**config.mk**
```make
export PLATFORM = sky130hd
export DESIGN_NAME = dsp_issue_ctrl
export DESIGN_NICKNAME = d
export VERILOG_FILES = /design/src/rtl/dsp_issue_ctrl.sv
export SDC_FILE = /design/constraint.sdc
export NUM_CORES = 1
export LEC_CHECK = 0
export ABC_AREA = 1
export CORE_MARGIN = 3
export CORE_UTILIZATION = 42
export DETAILED_ROUTE_END_ITERATION = 10
export PLACE_DENSITY = 0.8
export SLEW_MARGIN = 20
export SYNTH_ARGS = -nofsm -noshare
export SYNTH_HDL_FRONTEND = slang
export SYNTH_SLANG_ARGS = --single-unit
```
**constraint.sdc**
```tcl
create_clock -name clk -period 5 [get_ports clk]
set_input_delay 1.5 -clock clk [delete_from_list [all_inputs] [get_ports clk]]
set_output_delay 1.5 -clock clk [all_outputs]
set_load 0.02 [all_outputs]
```
**src/rtl/dsp_issue_ctrl.sv**
```systemverilog
// Issue controller that sequences one request into a multi-beat DSP datapath and returns its result.
// Optional macro DSP_ISSUE_OVERLAP_EN: accept the next request in the cycle the response retires.
module dsp_issue_ctrl #(
   parameter int N       = 16,
   parameter int M       = 16,
   parameter int RES_LAT = 0
) (
   input  logic             clk,
   input  logic             reset,

   input  logic             req_valid,
   output logic             req_ready,
   input  logic [1:0]       req_mode,
   input  logic [N-1:0]     req_a,
   input  logic [M-1:0]     req_b,
   input  logic [N+M-1:0]   req_c,
   input  logic             req_mac,
   input  logic [1:0]       req_shift_amount,
   input  logic             req_shift_dir,

   output logic             dsp_start,
   output logic             dsp_mac,
   output logic             dsp_mac_start,
   output logic             dsp_shift_dir,
   output logic [1:0]       dsp_mode,
   output logic [1:0]       dsp_shift_amount,
   output logic [1:0]       dsp_pipe_stages,
   output logic [N-1:0]     dsp_aa,
   output logic [M-1:0]     dsp_bb,
   output logic [N+M-1:0]   dsp_cc,
   input  logic [N+M-1:0]   dsp_out,

   output logic             rsp_valid,
   output logic [N+M-1:0]   rsp_data,
   output logic             rsp_err,
   input  logic             rsp_ready
);

   localparam logic [1:0] S_IDLE  = 2'd0;
   localparam logic [1:0] S_ISSUE = 2'd1;
   localparam logic [1:0] S_WAIT  = 2'd2;
   localparam logic [1:0] S_RESP  = 2'd3;

   localparam logic [1:0] MODE_ILLEGAL = 2'd3;
   localparam logic [1:0] WAIT_LAST    = (RES_LAT > 0) ? 2'(RES_LAT - 1) : 2'd0;

   logic [1:0]     state;
   logic [1:0]     beat_cnt;
   logic [1:0]     wait_cnt;
   logic [1:0]     last_beat;
   logic           prev_mac;
   logic           mac_start_q;

   logic [1:0]     mode_q;
   logic [N-1:0]   a_q;
   logic [M-1:0]   b_q;
   logic [N+M-1:0] c_q;
   logic           mac_q;
   logic [1:0]     shamt_q;
   logic           shdir_q;

   logic [N+M-1:0] rsp_data_q;
   logic           rsp_err_q;

   logic           accept;
   logic           issuing;
   logic           beat_done;

   // Beat count minus one: mode 0 -> 1 beat, mode 1 -> 2 beats, mode 2 -> 4 beats.
   function automatic logic [1:0] beats_m1(input logic [1:0] mode);
      case (mode)
         2'd0:    beats_m1 = 2'd0;
         2'd1:    beats_m1 = 2'd1;
         default: beats_m1 = 2'd3;
      endcase
   endfunction

`ifdef DSP_ISSUE_OVERLAP_EN
   assign req_ready = (state == S_IDLE) || ((state == S_RESP) && rsp_ready);
`else
   assign req_ready = (state == S_IDLE);
`endif

   assign accept    = req_valid && req_ready;
   assign issuing   = (state == S_ISSUE);
   assign beat_done = (beat_cnt == last_beat);

   // NOTE: request fields are not reset; every output they feed is gated by
   // the FSM state, so their contents are never visible outside ISSUE.
   always_ff @(posedge clk) begin
      if (accept) begin
         mode_q    <= req_mode;
         a_q       <= req_a;
         b_q       <= req_b;
         c_q       <= req_c;
         mac_q     <= req_mac;
         shamt_q   <= req_shift_amount;
         shdir_q   <= req_shift_dir;
         last_beat <= beats_m1(req_mode);
      end
   end

   // NOTE: all sequential state uses non-blocking assignments so every
   // register samples the pre-edge values of its neighbours.
   always_ff @(posedge clk) begin
      if (reset) begin
         state       <= S_IDLE;
         beat_cnt    <= 2'd0;
         wait_cnt    <= 2'd0;
         prev_mac    <= 1'b0;
         mac_start_q <= 1'b0;
         rsp_data_q  <= '0;
         rsp_err_q   <= 1'b0;
      end else if (accept) begin
         // Reached from IDLE, or from RESP when the response retires this cycle.
         beat_cnt <= 2'd0;
         wait_cnt <= 2'd0;
         if (req_mode == MODE_ILLEGAL) begin
            state      <= S_RESP;
            rsp_data_q <= '0;
            rsp_err_q  <= 1'b1;
         end else begin
            state       <= S_ISSUE;
            mac_start_q <= req_mac && !prev_mac;
            prev_mac    <= req_mac;
         end
      end else begin
         case (state)
            S_ISSUE: begin
               if (beat_done) begin
                  beat_cnt <= 2'd0;
                  if (RES_LAT == 0) begin
                     state      <= S_RESP;
                     rsp_data_q <= dsp_out;
                     rsp_err_q  <= 1'b0;
                  end else begin
                     state    <= S_WAIT;
                     wait_cnt <= 2'd0;
                  end
               end else begin
                  beat_cnt <= beat_cnt + 2'd1;
               end
            end
            S_WAIT: begin
               if (wait_cnt == WAIT_LAST) begin
                  wait_cnt   <= 2'd0;
                  state      <= S_RESP;
                  rsp_data_q <= dsp_out;
                  rsp_err_q  <= 1'b0;
               end else begin
                  wait_cnt <= wait_cnt + 2'd1;
               end
            end
            S_RESP: begin
               if (rsp_ready) state <= S_IDLE;
            end
            default: state <= S_IDLE;
         endcase
      end
   end

   // NOTE: datapath drive is purely combinational with every output assigned
   // on every path, so no latch can be inferred.
   always_comb begin
      dsp_start        = 1'b0;
      dsp_mac          = 1'b0;
      dsp_mac_start    = 1'b0;
      dsp_mode         = 2'd0;
      dsp_shift_amount = 2'd0;
      dsp_shift_dir    = 1'b0;
      dsp_aa           = '0;
      dsp_bb           = '0;
      dsp_cc           = '0;
      if (issuing) begin
         dsp_start        = (beat_cnt == 2'd0);
         dsp_mac          = mac_q;
         dsp_mac_start    = (beat_cnt == 2'd0) && mac_start_q;
         dsp_mode         = mode_q;
         dsp_shift_amount = shamt_q;
         dsp_shift_dir    = shdir_q;
         dsp_aa           = a_q;
         dsp_bb           = b_q;
         dsp_cc           = c_q;
      end
   end

   assign dsp_pipe_stages = 2'd0;

   assign rsp_valid = (state == S_RESP);
   assign rsp_data  = rsp_data_q;
   assign rsp_err   = rsp_err_q;

endmodule

```
==> results of run 1 <==
[path summary, 6_finish.rpt]
path	depth (start not counted)	end	from	slack, ps
worst min-delay path	2	wait_cnt[0]	wait_cnt[0]	480
worst max-delay path	6	dsp_mode[0]	state[1]	870
worst min register to register	2	wait_cnt[0]	wait_cnt[0]	480
worst max register to register	8	rsp_data[25]	state[1]	1900
[stage by stage]
step | hold slack [ps] | instances | power (µW)
after floorplan | 437 | 587 | 2800
after global placement | 447 | 917 | 3610
after detailed placement | 470 | 917 | 3690
after CTS | 479 | 949 | 4940
after global routing | 497 | 950 | 5240
final | 475 | 950 | 4900
[cell type report]
cell class	count	area [µm²]	area share (%)
tap	143	179	2.31
clock buffer	19	433	5.58
timing repair buffer	216	2170	28.0
sequential	113	2980	38.4
clock inverter	13	168	2.16
multi-input combinational	291	1240	16.0
inverter	155	586	7.55
[tightest hold or removal path, cell delays in order, from the launching register on]
cell and delay [ps]:
dfxtp_1 310, nand2_1 60, a21oi_1 50
[registers in the layout (all words and copies together) (netlist names), 2 cells and up]
register,cells
c_q,32
rsp_data,32
a_q,16
b_q,16
beat_cnt,2
last_beat,2
mode_q,2
shamt_q,2
state,2
wait_cnt,2
[cells in the mapped netlist, drive strengths merged]
master	number	area (µm²)
nand2	177	672
inv	154	581
edfxtp	72	2160
nor2	72	270
dfxtp	41	821
buf	19	116
nand4	18	113
clkbuf	9	33.8
ha	7	87.6
a21oi	5	25.0
nand3	4	25.0
o21ai	2	10.0
or2	2	12.5
clkinv	1	3.75
conb	1	3.75
nand3b	1	7.51
o22ai	1	6.26
[metal layers]
metal	up-vias	track usage (%)	wire, µm
met5	-	0	0
li1	2130	-	-
met2	176	34.2	6410
met4	0	8.16	369
met3	24	6.55	1150
met1	1924	22.4	5040
[cell families (layout without fill, tap and decap cells)]
group | count (synthesis) | in the layout | synth area share, %
compound gates | 8 | 8 | 0.834
fa+ha+maj | 7 | 7 | 1.77
buf+inv | 183 | 403 | 14.8
flops | 113 | 113 | 60.3
other cells | 1 | 2 | 0.0758
simple gates | 274 | 274 | 22.2
[power groups by stage]
stage / registers [µW] / clock network [µW] / logic (µW)
final: 1410 / 1220 / 2270
after global routing: 1440 / 1290 / 2510
after CTS: 1420 / 1250 / 2270
after detailed placement: 1430 / 0 / 2250
after global placement: 1430 / 0 / 2190
after floorplan: 1570 / 0 / 1230
==> impl_metrics.env, run 1 <==
export IMPL_status="finished, final reports clean"
export IMPL_cts_sinks=113
export IMPL_nFillCells=887
export IMPL_clk_latency_ps=400
export IMPL_start_kind="flip-flop"
export IMPL_worst_pin_slew_ps=944
export IMPL_post_route_util_pct=67.7
export IMPL_post_dp_cell_area_mm2=0.00713
export IMPL_worstSetupPathType="reg -> out"
export IMPL_diodes=0
export IMPL_ys_seq_area_share_pct=60.3
export IMPL_drt_iter0_markers=229
export IMPL_ir_drop_uv=363
export IMPL_cts_resized_gates=0
export IMPL_setup_slack_ps=866
export IMPL_postCtsSetupRepairBufs=0
export IMPL_drv_cap=0
export IMPL_syn_cell_area_mm2=0.00495
export IMPL_hold_viol_final=0
export IMPL_io_buffers=212
export IMPL_drt_wl_total_um=13000
export IMPL_cp_required_ps=3500
export IMPL_cts_buffer_depth=2
export IMPL_syn_inst=586
export IMPL_synth_seq_cells=113
export IMPL_critPathBufInv=4
export IMPL_grt_max_degree=92
export IMPL_grt_pass1_vias=4120
export IMPL_p_comb_share_pct=46.2
export IMPL_wire_per_inst_um=13.7
export IMPL_cp_arrival_ps=2630
export IMPL_end_kind="output port"
export IMPL_drive_gt1_share_pct=5.45
export IMPL_dp_hpwl_um=9320
export IMPL_dr_pass1_iters=7
export IMPL_ys_types=24
export IMPL_p_sw_share_pct=37.8
export IMPL_place_gp_congestion=0.845
export IMPL_crit_family="buffers and inverters"
export IMPL_final_common_cell="clkdlybuf4s50_1"
export IMPL_yosys_warnings=0
export IMPL_max_stage_delay_ps=620
export IMPL_p_int_uw=3050
export IMPL_power_density_mw_per_mm2=632
export IMPL_stdcell_area_mm2=0.00776
export IMPL_clock_fmax_mhz=242
export IMPL_grtUsageTotal_pct=19.8
export IMPL_crit_path_top_delay_cell="clkdlybuf4s50_1"
export IMPL_cts_root_buffer="clkbuf_16"
export IMPL_io_pins=215
export IMPL_synth_avg_cell_area_um2=8.45
export IMPL_pwr_share_seq_pct=28.8
export IMPL_start_util_pct=43.2
export IMPL_cts_tree="built"
export IMPL_slew_limit_headroom_pct=36.7
export IMPL_dieArea_mm2=0.0131
export IMPL_dpl_worst_slack_ps=843
export IMPL_finClkSkew_ps=8.14
export IMPL_rows=39
export IMPL_postCtsHoldBufs=0
export IMPL_cts_buffers=17
export IMPL_critical_path_cell_chain="inv_1 > ha_2 > buf_4 > nand2_1 > inv_1 > clkdlybuf4s50_1"
export IMPL_p_sw_uw=1850
export IMPL_core_area_mm2=0.0115
export IMPL_antenna_found_initial=0
export IMPL_power_frac_clock_pct=25.0
export IMPL_antenna_left=0
export IMPL_finalSetupViolCount=0
export IMPL_final_setup_tns_ps=0
export IMPL_area_growth_syn_to_layout_pct=56.7
export IMPL_vias=4254
export IMPL_die_x_um=115
export IMPL_crit_top_cell="inv_1"
export IMPL_fp_dieH_um=115
export IMPL_period_share_pct=82.7
export IMPL_finalCriticalPeriod_ps=4130
export IMPL_hp_class="reg -> reg"
export IMPL_final_cell_mix="clkdlybuf4s50_1 (212), nand2_1 (174), inv_1 (149)"
export IMPL_rsz0062_at_grt="false"
export IMPL_grt_pass1_wl_um=20100
export IMPL_overflow=0
export IMPL_crit_path_max_fanout=32
export IMPL_drc_errors=0
export IMPL_p_leak_uw=0.00375
export IMPL_vias_per_cell=4.48
export IMPL_cts_clk_slew_worst_paths_ps=50
export IMPL_nets=907
export IMPL_slew_violations=0
export IMPL_h_tree_depth=4
Power figures use the tool's default switching activity.
==> run 2, diff against run 1 <==
- CORE_UTILIZATION: 42 -> 38
- PLACE_DENSITY: 0.8 -> 0.76
- clock period: 5 -> 3.35 ns (I/O delays scaled with it)
==> impl_metrics.env, run 2 (same netlist as run 1, synthesis figures left out) <==
export IMPL_clock_fmax_mhz=321
export IMPL_cts_buffers=17
export IMPL_cts_clk_slew_worst_paths_ps=50
export IMPL_rows=41
export IMPL_cts_sinks=113
export IMPL_place_gp_congestion=0.766
export IMPL_drv_cap=0
export IMPL_final_common_cell="clkdlybuf4s50_1"
export IMPL_final_cell_mix="clkdlybuf4s50_1 (212), nand2_1 (174), inv_1 (149)"
export IMPL_io_buffers=212
export IMPL_die_x_um=120
export IMPL_power_density_mw_per_mm2=906
export IMPL_diodes=0
export IMPL_grt_pass1_vias=4012
export IMPL_io_pins=215
export IMPL_cp_required_ps=2340
export IMPL_end_kind="output port"
export IMPL_antenna_left=0
export IMPL_drive_gt1_share_pct=5.31
export IMPL_worst_hold_slack_ps=466
export IMPL_final_setup_tns_ps=0
export IMPL_grt_pass1_wl_um=19500
export IMPL_overflow=0
export IMPL_worstSetupPathType="reg -> out"
export IMPL_stdcell_area_mm2=0.00773
export IMPL_hp_class="reg -> reg"
export IMPL_antenna_found_initial=0
export IMPL_max_stage_delay_ps=600
export IMPL_drt_iter0_markers=300
export IMPL_area_growth_syn_to_layout_pct=56.2
export IMPL_cts_tree="built"
export IMPL_vias=4076
export IMPL_p_leak_uw=0.00372
export IMPL_drt_wl_total_um=12400
export IMPL_drc_errors=0
export IMPL_core_area_mm2=0.0127
export IMPL_dp_hpwl_um=8830
export IMPL_cts_buffer_depth=2
export IMPL_cts_resized_gates=0
export IMPL_crit_path_top_delay_cell="clkdlybuf4s50_1"
export IMPL_status="finished, final reports clean"
export IMPL_cp_arrival_ps=2110
export IMPL_vias_per_cell=4.15
export IMPL_critical_path_cell_chain="inv_1 > ha_2 > buf_4 > nand2_1 > inv_1 > clkdlybuf4s50_1"
export IMPL_dr_pass1_iters=4
export IMPL_period_share_pct=93.1
export IMPL_critPathBufInv=4
export IMPL_ir_drop_uv=564
export IMPL_finalCriticalPeriod_ps=3120
export IMPL_dieArea_mm2=0.0144
export IMPL_finalSetupViolCount=0
export IMPL_hold_viol_final=0
export IMPL_crit_family="buffers and inverters"
export IMPL_finClkSkew_ps=4.56
export IMPL_start_kind="flip-flop"
export IMPL_h_tree_depth=4
export IMPL_grt_max_degree=92
export IMPL_wire_per_inst_um=12.6
export IMPL_cts_root_buffer="clkbuf_16"
export IMPL_crit_path_max_fanout=25
export IMPL_grtUsageTotal_pct=17.5
export IMPL_postCtsSetupRepairBufs=0
export IMPL_nets=911
export IMPL_postCtsHoldBufs=0
export IMPL_fp_dieH_um=120
export IMPL_slew_violations=0
export IMPL_post_dp_cell_area_mm2=0.00724
export IMPL_rsz0062_at_grt="false"
export IMPL_clk_latency_ps=400
export IMPL_crit_top_cell="inv_1"
export IMPL_start_util_pct=39.1
## run 2: layout make-up
cell class,instances,area [µm²]
clock buffer,22,444
clock inverter,9,43.8
fill,1095,4940
inverter,155,586
multi-input combinational,291,1240
sequential,113,2980
tap,172,215
timing repair buffer,220,2220
## run 2: worst reg2reg max path, delay by kind of cell, from the launching register on
| kind | cells | cell delay (ps) |
|---|---|---|
| buffers and inverters | 6 | 910 |
| and+or+nand+nor | 5 | 520 |
| DFF | 1 | 320 |
| adders and majority gates | 1 | 220 |
## run 2: final timing paths
check              startpoint           end  slack [ps]  depth (start not counted)
setup / recovery     state[1]    dsp_cc[17]         230                          6
hold / removal    wait_cnt[0]   wait_cnt[0]         470                          2
setup reg to reg     state[1]  rsp_data[18]        1300                         12
hold reg to reg   wait_cnt[0]   wait_cnt[0]         470                          2
## run 2: routing by layer
layer  track usage (%)  wire length, µm
met1              19.7             4990
met2              28.4             5710
met3              8.29             1420
met4              7.73              280
met5                 0                0
## run 2: per-stage QoR
stage	instances	setup slack (ps)	power (µW)	util, %
detailed placement	951	627	5580	57.2
CTS	982	185	7100	61.0
global route	982	56.0	7530	61.0
floorplan	587	766	4170	-
finish	982	232	7010	61.0
global placement	951	668	5510	57.2
## run 2: power breakdown
part	leakage (µW)	switching [µW]	total (µW)	internal [µW]
clock	0.000240	566	1490	921
combinational	0.00247	2000	3420	1420
sequential	0.00102	154	2100	1940
total	0.00372	2720	7010	4280
==> run 3, diff against run 2 <==
- CAP_MARGIN: not set -> 20
==> results of run 3 <==
No change in the layout: final DEF, timing and power equal those of run 2.
